File: config.mk
export PLATFORM = sky130hd
export DESIGN_NAME = pipe_hazard_ctrl
export DESIGN_NICKNAME = d
export VERILOG_FILES = /design/src/rtl/pipe_hazard_ctrl.sv
export SDC_FILE = /design/constraint.sdc
export NUM_CORES = 1
export LEC_CHECK = 0
export BUFFER_PORTS_ARGS = -buffer_cell sky130_fd_sc_hd__clkbuf_2
export CAP_MARGIN = 20
export CORE_MARGIN = 1.5
export CORE_UTILIZATION = 54
export DETAILED_ROUTE_END_ITERATION = 7
export PLACE_DENSITY = 0.79
export SYNTH_ARGS = -nofsm -noshare
export SYNTH_HDL_FRONTEND = slang
export SYNTH_SLANG_ARGS = --single-unit
export TNS_END_PERCENT = 1
File: constraint.sdc
create_clock -name clk -period 2.15 [get_ports clk]
set_input_delay 0.215 -clock clk [delete_from_list [all_inputs] [get_ports clk]]
set_output_delay 0.215 -clock clk [all_outputs]
set_load 0.03 [all_outputs]
File: src/rtl/pipe_hazard_ctrl.sv
// Hazard controller for the 5-stage pipeline. It tracks destinations through E/M/W
// and produces forwarding selects, load-use and multi-cycle stalls, and branch flushes.

module pipe_hazard_fwd #(
  parameter int RA_W      = 4,
  parameter int NOFWD_REG = 15
) (
  input  logic [RA_W-1:0] i_ra,
  input  logic            i_use,
  input  logic [RA_W-1:0] i_wa_m,
  input  logic            i_rw_m,
  input  logic [RA_W-1:0] i_wa_w,
  input  logic            i_rw_w,
  output logic [1:0]      o_sel
);
  logic w_nofwd;
  assign w_nofwd = (i_ra == RA_W'(NOFWD_REG));

  // M is younger than W, so it has priority.
  always_comb begin
    o_sel = 2'b00;
    if (i_use && !w_nofwd) begin
      if (i_rw_m && (i_wa_m == i_ra))      o_sel = 2'b10;
      else if (i_rw_w && (i_wa_w == i_ra)) o_sel = 2'b01;
    end
  end
endmodule

module pipe_hazard_ctrl #(
  parameter int RA_W      = 4,
  parameter int NRD       = 2,
  parameter int MAX_LAT   = 4,
  parameter int NOFWD_REG = 15,
  localparam int LW       = $clog2(MAX_LAT + 1)
) (
  input  logic                clk,
  input  logic                reset,
  input  logic [NRD*RA_W-1:0] ra_d,
  input  logic [NRD-1:0]      ra_use_d,
  input  logic [RA_W-1:0]     wa_d,
  input  logic                regwrite_d,
  input  logic                memtoreg_d,
  input  logic [LW-1:0]       lat_d,
  input  logic                branch_taken_e,
  output logic                stall_f,
  output logic                stall_d,
  output logic                flush_d,
  output logic                flush_e,
  output logic                stall_e,
  output logic                bubble_m,
  output logic [2*NRD-1:0]    forward_e
);
  logic [NRD-1:0][RA_W-1:0] w_ra_d;
  logic [NRD-1:0]           w_hit_d;
  logic [LW-1:0]            w_lat_n;
  logic                     w_stall_e, w_lu, w_br, w_flush_e;

  logic [NRD-1:0][RA_W-1:0] r_ra_e;
  logic [NRD-1:0]           r_use_e;
  logic [RA_W-1:0]          r_wa_e, r_wa_m, r_wa_w;
  logic                     r_rw_e, r_ld_e, r_rw_m, r_rw_w;
  logic [LW-1:0]            r_cnt_e;

  assign w_ra_d = ra_d;

  always_comb begin
    w_lat_n = lat_d;
    if (lat_d == '0)                w_lat_n = LW'(1);
    else if (lat_d > LW'(MAX_LAT))  w_lat_n = LW'(MAX_LAT);
  end

  assign w_stall_e = (r_cnt_e != '0);
  assign w_lu      = r_ld_e & r_rw_e & ~w_stall_e & (|w_hit_d);
  assign w_br      = branch_taken_e & ~w_stall_e;
  assign w_flush_e = w_br | w_lu;

  // A taken branch wins over load-use so the PC redirect is not held off.
  assign stall_f  = w_stall_e | (w_lu & ~w_br);
  assign stall_d  = w_stall_e | (w_lu & ~w_br);
  assign flush_d  = w_br;
  assign flush_e  = w_flush_e;
  assign stall_e  = w_stall_e;
  assign bubble_m = w_stall_e;

  for (genvar g = 0; g < NRD; g++) begin : g_port
    assign w_hit_d[g] = ra_use_d[g] && (w_ra_d[g] == r_wa_e);

    pipe_hazard_fwd #(.RA_W(RA_W), .NOFWD_REG(NOFWD_REG)) u_fwd (
      .i_ra   (r_ra_e[g]),
      .i_use  (r_use_e[g]),
      .i_wa_m (r_wa_m),
      .i_rw_m (r_rw_m),
      .i_wa_w (r_wa_w),
      .i_rw_w (r_rw_w),
      .o_sel  (forward_e[2*g +: 2])
    );
  end

  always_ff @(posedge clk or negedge reset) begin
    if (!reset) begin
      r_ra_e  <= '0;
      r_use_e <= '0;
      r_wa_e  <= '0;
      r_rw_e  <= 1'b0;
      r_ld_e  <= 1'b0;
      r_cnt_e <= '0;
      r_wa_m  <= '0;
      r_rw_m  <= 1'b0;
      r_wa_w  <= '0;
      r_rw_w  <= 1'b0;
    end else begin
      r_wa_w <= r_wa_m;
      r_rw_w <= r_rw_m;
      if (w_stall_e) begin
        // E holds its instruction; M sees a bubble each busy cycle.
        r_cnt_e <= r_cnt_e - 1'b1;
        r_rw_m  <= 1'b0;
      end else begin
        r_wa_m <= r_wa_e;
        r_rw_m <= r_rw_e;
        if (w_flush_e) begin
          r_use_e <= '0;
          r_rw_e  <= 1'b0;
          r_ld_e  <= 1'b0;
          r_cnt_e <= '0;
        end else begin
          r_ra_e  <= w_ra_d;
          r_use_e <= ra_use_d;
          r_wa_e  <= wa_d;
          r_rw_e  <= regwrite_d;
          r_ld_e  <= memtoreg_d;
          r_cnt_e <= w_lat_n - 1'b1;
        end
      end
    end
  end
endmodule

# ---- Word-level counts from Yosys, hierarchy flattened
# Index checks and enable logic that the tools add are counted.
dict set report totals {
  mem_count 0
  latch_bits 0
  output_inout_bits 10
  rom_bits 0
  elab_cells 60
  ram_bits 0
  inputBits 22
  register_bits 29
}
dict set report classes {
  n_mul 0
  n_div 0
  magnitude_cmp 1
  n_reduce_logical 14
  n_addsub 2
  muxes 14
  eq_ne 8
  shift 0
  n_bitwise 10
}
# cell count
set ops {}
lappend ops {{$eq 4x4->1} 6}
lappend ops {{$mux 3} 4}
lappend ops {{$mux 2} 5}
lappend ops {{$eq 4x4->1 const B} 2}
lappend ops {{$logic_and 1x1->1} 8}
lappend ops {{$sub 3x1->3 const B} 2}
lappend ops {{$and 1x1->1} 5}
lappend ops {{$mux 1} 5}
lappend ops {{$gt 3x3->1 const B} 1}
lappend ops {{$logic_not 3->1} 1}
lappend ops {{$not 1->1} 3}
lappend ops {{$reduce_bool 3->1} 1}
lappend ops {{$logic_not 1->1} 2}
lappend ops {{$or 1x1->1} 2}
lappend ops {{$reduce_and 2->1} 1}
lappend ops {{$reduce_or 2->1} 1}

# ---- Logic depth before layout (Yosys ltp)
dict set report depth {
  word_depth 7
  ltp_mapped 8
  ltp_nobuf 7
}

# ---- Modules after synthesis
# A second synthesis with hierarchy kept.
dict set report hier_totals {
  hier_cells 137
  area_unflattened_um2 1564.0
}
# module seq_area_each_um2 cells_each instances area_per_inst_um2
set modules_own_cells {}
lappend modules_own_cells {pipe_hazard_ctrl 725.7 101 1 1306.3}
lappend modules_own_cells {pipe_hazard_fwd 0.0 18 2 128.9}

# ---- Least setup slack after synthesis
# Ideal clock, no wire load.
dict set report synth_path {
  path_kind {register to output}
  startpoint {register r_wa_e[0]}
  endpoint {output stall_f}
  required_time_ns 1.935
  arrival_ns 1.923
  path_stages_with_launch 7
  path_buffers 1
  setup_slack_ns 0.012
  path_cell_list {dfrtp_1 xnor2_1 nand3_1 o22ai_1 nand2_1 o21ai_0 buf_4}
}
dict set report synth_via {
  elab_chain_cells 6
  word_cells_on_any_way 8
  cone_classes {eq/ne (2); bitwise (3); reduce/logical (3)}
}
# item line_no
set synth_lines {}
lappend synth_lines {{start: declaration} 60} ;# logic [RA_W-1:0] r_wa_e, r_wa_m, r_wa_w;
lappend synth_lines {{start signal: assignment} 129} ;# r_wa_e <= wa_d;
lappend synth_lines {{$eq 4x4->1} 86} ;# assign w_hit_d[g] = ra_use_d[g] && (w_ra_d[g] == r_wa_e);
lappend synth_lines {{$logic_and 1x1->1} 86}
lappend synth_lines {{$reduce_or 2->1 *} 73} ;# assign w_lu = r_ld_e & r_rw_e & ~w_stall_e & (|w_hit_d);
lappend synth_lines {{$and 1x1->1 *} 73}
lappend synth_lines {{$and 1x1->1 *} --}
lappend synth_lines {{$or 1x1->1 *} --}
lappend synth_lines {{end: declaration} 45} ;# output logic stall_f,
# Every way passes the cells marked *; elsewhere a longest branch is shown, timed or not.

# ---- Worst setup path in the final report
dict set report layout_path {
  startpoint {register r_ra_e[2] in the netlist's numbering}
  endpoint {output forward_e[1]}
}
dict set report layout_via {
  elab_chain_cells 4
  word_cells_on_any_way 7
  cone_classes {eq/ne (2); mux (2); reduce/logical (3)}
}
# item line_no
set layout_lines {}
lappend layout_lines {{start: declaration} 58} ;# logic [NRD-1:0][RA_W-1:0] r_ra_e;
lappend layout_lines {{start signal: assignment} 127} ;# r_ra_e <= w_ra_d;
lappend layout_lines {{$eq 4x4->1, on equally long branches} {23, 17}}
lappend layout_lines {{$logic_and 1x1->1 / $logic_not 1->1 (equally long branches)} {23, 22}}
lappend layout_lines {{$mux 2 / $logic_and 1x1->1 (equally long branches)} {23, 22}}
lappend layout_lines {{$mux 2 *} 22} ;# if (i_use && !w_nofwd) begin
lappend layout_lines {{end: declaration} 51} ;# output logic [2*NRD-1:0] forward_e
# Marks and branches as above.

==> flow_summary_export.csv <==
group,metric,value,unit
synthesis,syn_area_per_cell,10.8,sq um
global_route,grt_usage,22.8,%
sta,finClkSkew,0.00958,ns
floorplanning,io_pins,32,
sta,max_freq,0.488,GHz
synthesis,postSynthCellCount,144,
final_layout,diodes,0,
clock_tree,root_buffer,"clkbuf_4",
route,drtIter0Drc,48,
worst_setup_path,r2r-end,"r_ra_e[1]$_DFFE_PN0P_",
sta,relSlewSlack,52.5,%
clock_tree,cts.clk_slew.worst_paths,0.09,ns
synthesis,yosysUniqueCellTypes,27,
sta,hold_viol,0,
power_and_ir_drop,switching_share,40.6,%
sta,maxSlewViolCount,0,
final_layout,drive_gt1_share,34.1,%
worst_setup_path,cp-startpoint,"r_ra_e[2]$_DFFE_PN0P_",
hold_path,hp-start,"regwrite_d",
global_route,grt_pass1_vias,1231,
floorplanning,rows,19,
sta,fin_tns_setup,0,ns
global_route,grt_max_degree,30,
global_route,grt_overflow,0,
final_layout,finalNetCount,209,
synthesis,seq_area_frac_synth,46.6,%
power_and_ir_drop,switchingPower,1.07,mW
floorplanning,start_util,56.5,%
sta,worst_pin_slew,0.713,ns
route,drc,0,
placed_design,numPortBuffers,31,
power_and_ir_drop,power.leakage,0.897,nW
power_and_ir_drop,power,2.64,mW
placed_design,dp_hpwl,2510,um
sta,setup_violations,0,
power_and_ir_drop,seqPwrFrac,42.3,%
worst_setup_path,crit_arrival,1.83,ns
synthesis,yosys_warnings,0,
outcome,outcome,"finished clean",
synthesis,synth_nets,169,
route,num_vias,1219,
power_and_ir_drop,p_clk_share,11.7,%
clock_tree,htreeDepth,2,
worst_setup_path,slowest_stage,"dfrtp_1",
sta,timing.final.crit_share,95.3,%
route,routed_wl,3340,um
job,max-cap-violations,0,
worst_setup_path,critPathKind,"flop to output pin",
worst_setup_path,crit_fanout,4,
route,drt-wirelength-per-cell,15.4,um
global_route,grt_pass1_wl,5510,um
worst_setup_path,worstRegToRegCells,7,
floorplanning,die_h,56.7,um
clock_tree,cts_max_path_buffers,2,
worst_setup_path,crit_path_end,"forward_e[1]",
worst_setup_path,worst_setup_path_end_kind,"output pin",
floorplanning,die_w,56.7,um
worst_setup_path,required,1.93,ns
worst_setup_path,cpPeakStageDelay,0.46,ns
worst_setup_path,rr_startpoint,"r_cnt_e[0]$_DFF_PN0_",
global_route,grt_use_met1,29.0,%
synthesis,ys_seq_elements,29,
worst_setup_path,path_cells,"xor2_1 -> nor4_1 -> and3_1 -> clkbuf_2",
sta,grt_setup_unrepaired,"no",
synthesis,syn_area,1560,sq um
final_layout,syn_to_final_growth,18.1,%
route,postRouteAntennaNets,0,
sta,min_period,2.05,ns
global_route,antenna_found_initial,0,
clock_tree,clkLatencyLatePin,0.33,ns
clock_tree,cts_num_sinks,29,
route,dr.pass1.iters,4,
global_route,use_met2,35.5,%
power_and_ir_drop,worst_ir_drop_vdd,1.12,mV
power_and_ir_drop,comb_power_share,46.0,%
hold_path,hold_depth,3,
global_route,gr-usage-met3,7.37,%
power_and_ir_drop,powerDensity,1430,nW/um^2
final_layout,most-common-layout-cells,"clkbuf_2, dfrtp_1, nand2_1, xnor2_1, nand3_1",
worst_setup_path,start_kind,"flop",
floorplanning,die_area,3220,sq um
clock_tree,cts_tree,"yes",
global_route,grt_busiest_layer,"met2",
power_and_ir_drop,internal_power,1.57,mW
route,drt-vias-per-instance,5.64,
hold_path,hold_class,"input port to flop",
floorplanning,core_area,2760,sq um
placed_design,place_congestion,0.906,
clock_tree,cts_buffers,5,
sta,timing.hold.ws,0.0940,ns
worst_setup_path,reg2reg_slack,0.14,ns
what timing repair did:
action	CTS	global route
endpoints found under the setup margin	1	3
setup buffers	0	6
hold buffers	1	0
endpoints found under the hold margin	29	0
resized for setup	1	5
pin swaps	0	0
worst min path at each step:
stage | end
after floorplan | r_cnt_e[0]$_DFF_PN0_
after global placement | r_wa_w[3]$_DFF_PN0_
after detailed placement | r_wa_w[3]$_DFF_PN0_
after CTS | r_rw_e$_DFFE_PN0N_
after global routing | r_wa_e[0]$_DFFE_PN0P_
final | r_rw_e$_DFFE_PN0N_
Yosys cell counts (all sizes together):
library cell / count / area [sq um]
o2bb2ai: 1 / 8.76
dfrtp: 29 / 726
and4b: 1 / 10.0
nand2: 25 / 93.8
buf: 3 / 35.0
clkbuf: 3 / 11.3
and2: 2 / 15.0
mux2: 12 / 173
o21ai: 4 / 20.0
and3: 2 / 12.5
a21o: 1 / 7.51
inv: 5 / 18.8
nand3: 13 / 65.1
nor2: 2 / 7.51
o22ai: 1 / 6.26
xor2: 7 / 61.3
ha: 3 / 37.5
xnor2: 19 / 166
and2b: 1 / 8.76
nand2b: 1 / 6.26
nor3: 2 / 10.0
o221a: 1 / 20.0
nor4: 2 / 12.5
nand4: 4 / 25.0
kinds of logic after synthesis:
kind of cell             synth area share (%)
AND/OR/NAND/NOR                          17.1
flip-flops                               46.6
XOR/XNOR                                 14.6
multiplexers                             11.1
buffers and inverters                    4.18
AO/OA/AOI/OAI                            4.02
adder cells (fa/ha/maj)                  2.41
sequential cells by signal, indices dropped and copies added (netlist names):
register  cells
r_cnt_e       3
r_ld_e        1
r_ra_e        8
r_rw_e        1
r_rw_m        1
r_rw_w        1
r_use_e       2
r_wa_e        4
r_wa_m        4
r_wa_w        4
metal layers:
layer	up-vias	routed length, um
met5	-	0
met4	0	51
met3	6	208
met2	47	1640
met1	600	1430
li1	566	-
power groups by stage:
stage | clock network, mW | registers (mW) | logic [mW]
floorplan | 0 | 1.01 | 0.934
global placement | 0 | 1.08 | 1.05
detailed placement | 0 | 1.11 | 1.10
CTS | 0.311 | 1.10 | 1.11
global route | 0.334 | 1.14 | 1.32
finish | 0.309 | 1.11 | 1.21
worst max-delay path, delay by kind of cell (launching register included):
family        cells  cell delay, ns
simple gates      2            0.67
buf+inv           1            0.20
flops             1            0.46
xor+xnor          1            0.17
stage by stage:
stage	cell area [sq um]	setup WS (ns)	utilization, %	std cells
2_1_floorplan	1560	0.0122	-	144
3_3_place_gp	1710	0.272	62.1	201
3_5_place_dp	1710	0.185	62.1	201
4_1_cts	1780	0.0730	64.4	210
5_1_grt	1840	0.0155	66.7	216
6_report	1840	0.101	66.7	216
final cells by class:
class,count,area (sq um)
Clock inverter,2,10.0
Sequential cell,29,726
Tap cell,31,38.8
Timing Repair Buffer,39,218
Fill cell,221,918
Multi-Input combinational cell,104,783
Clock buffer,6,41.3
Inverter,5,22.5
No activity file was read; power rests on OpenSTA's default activity.
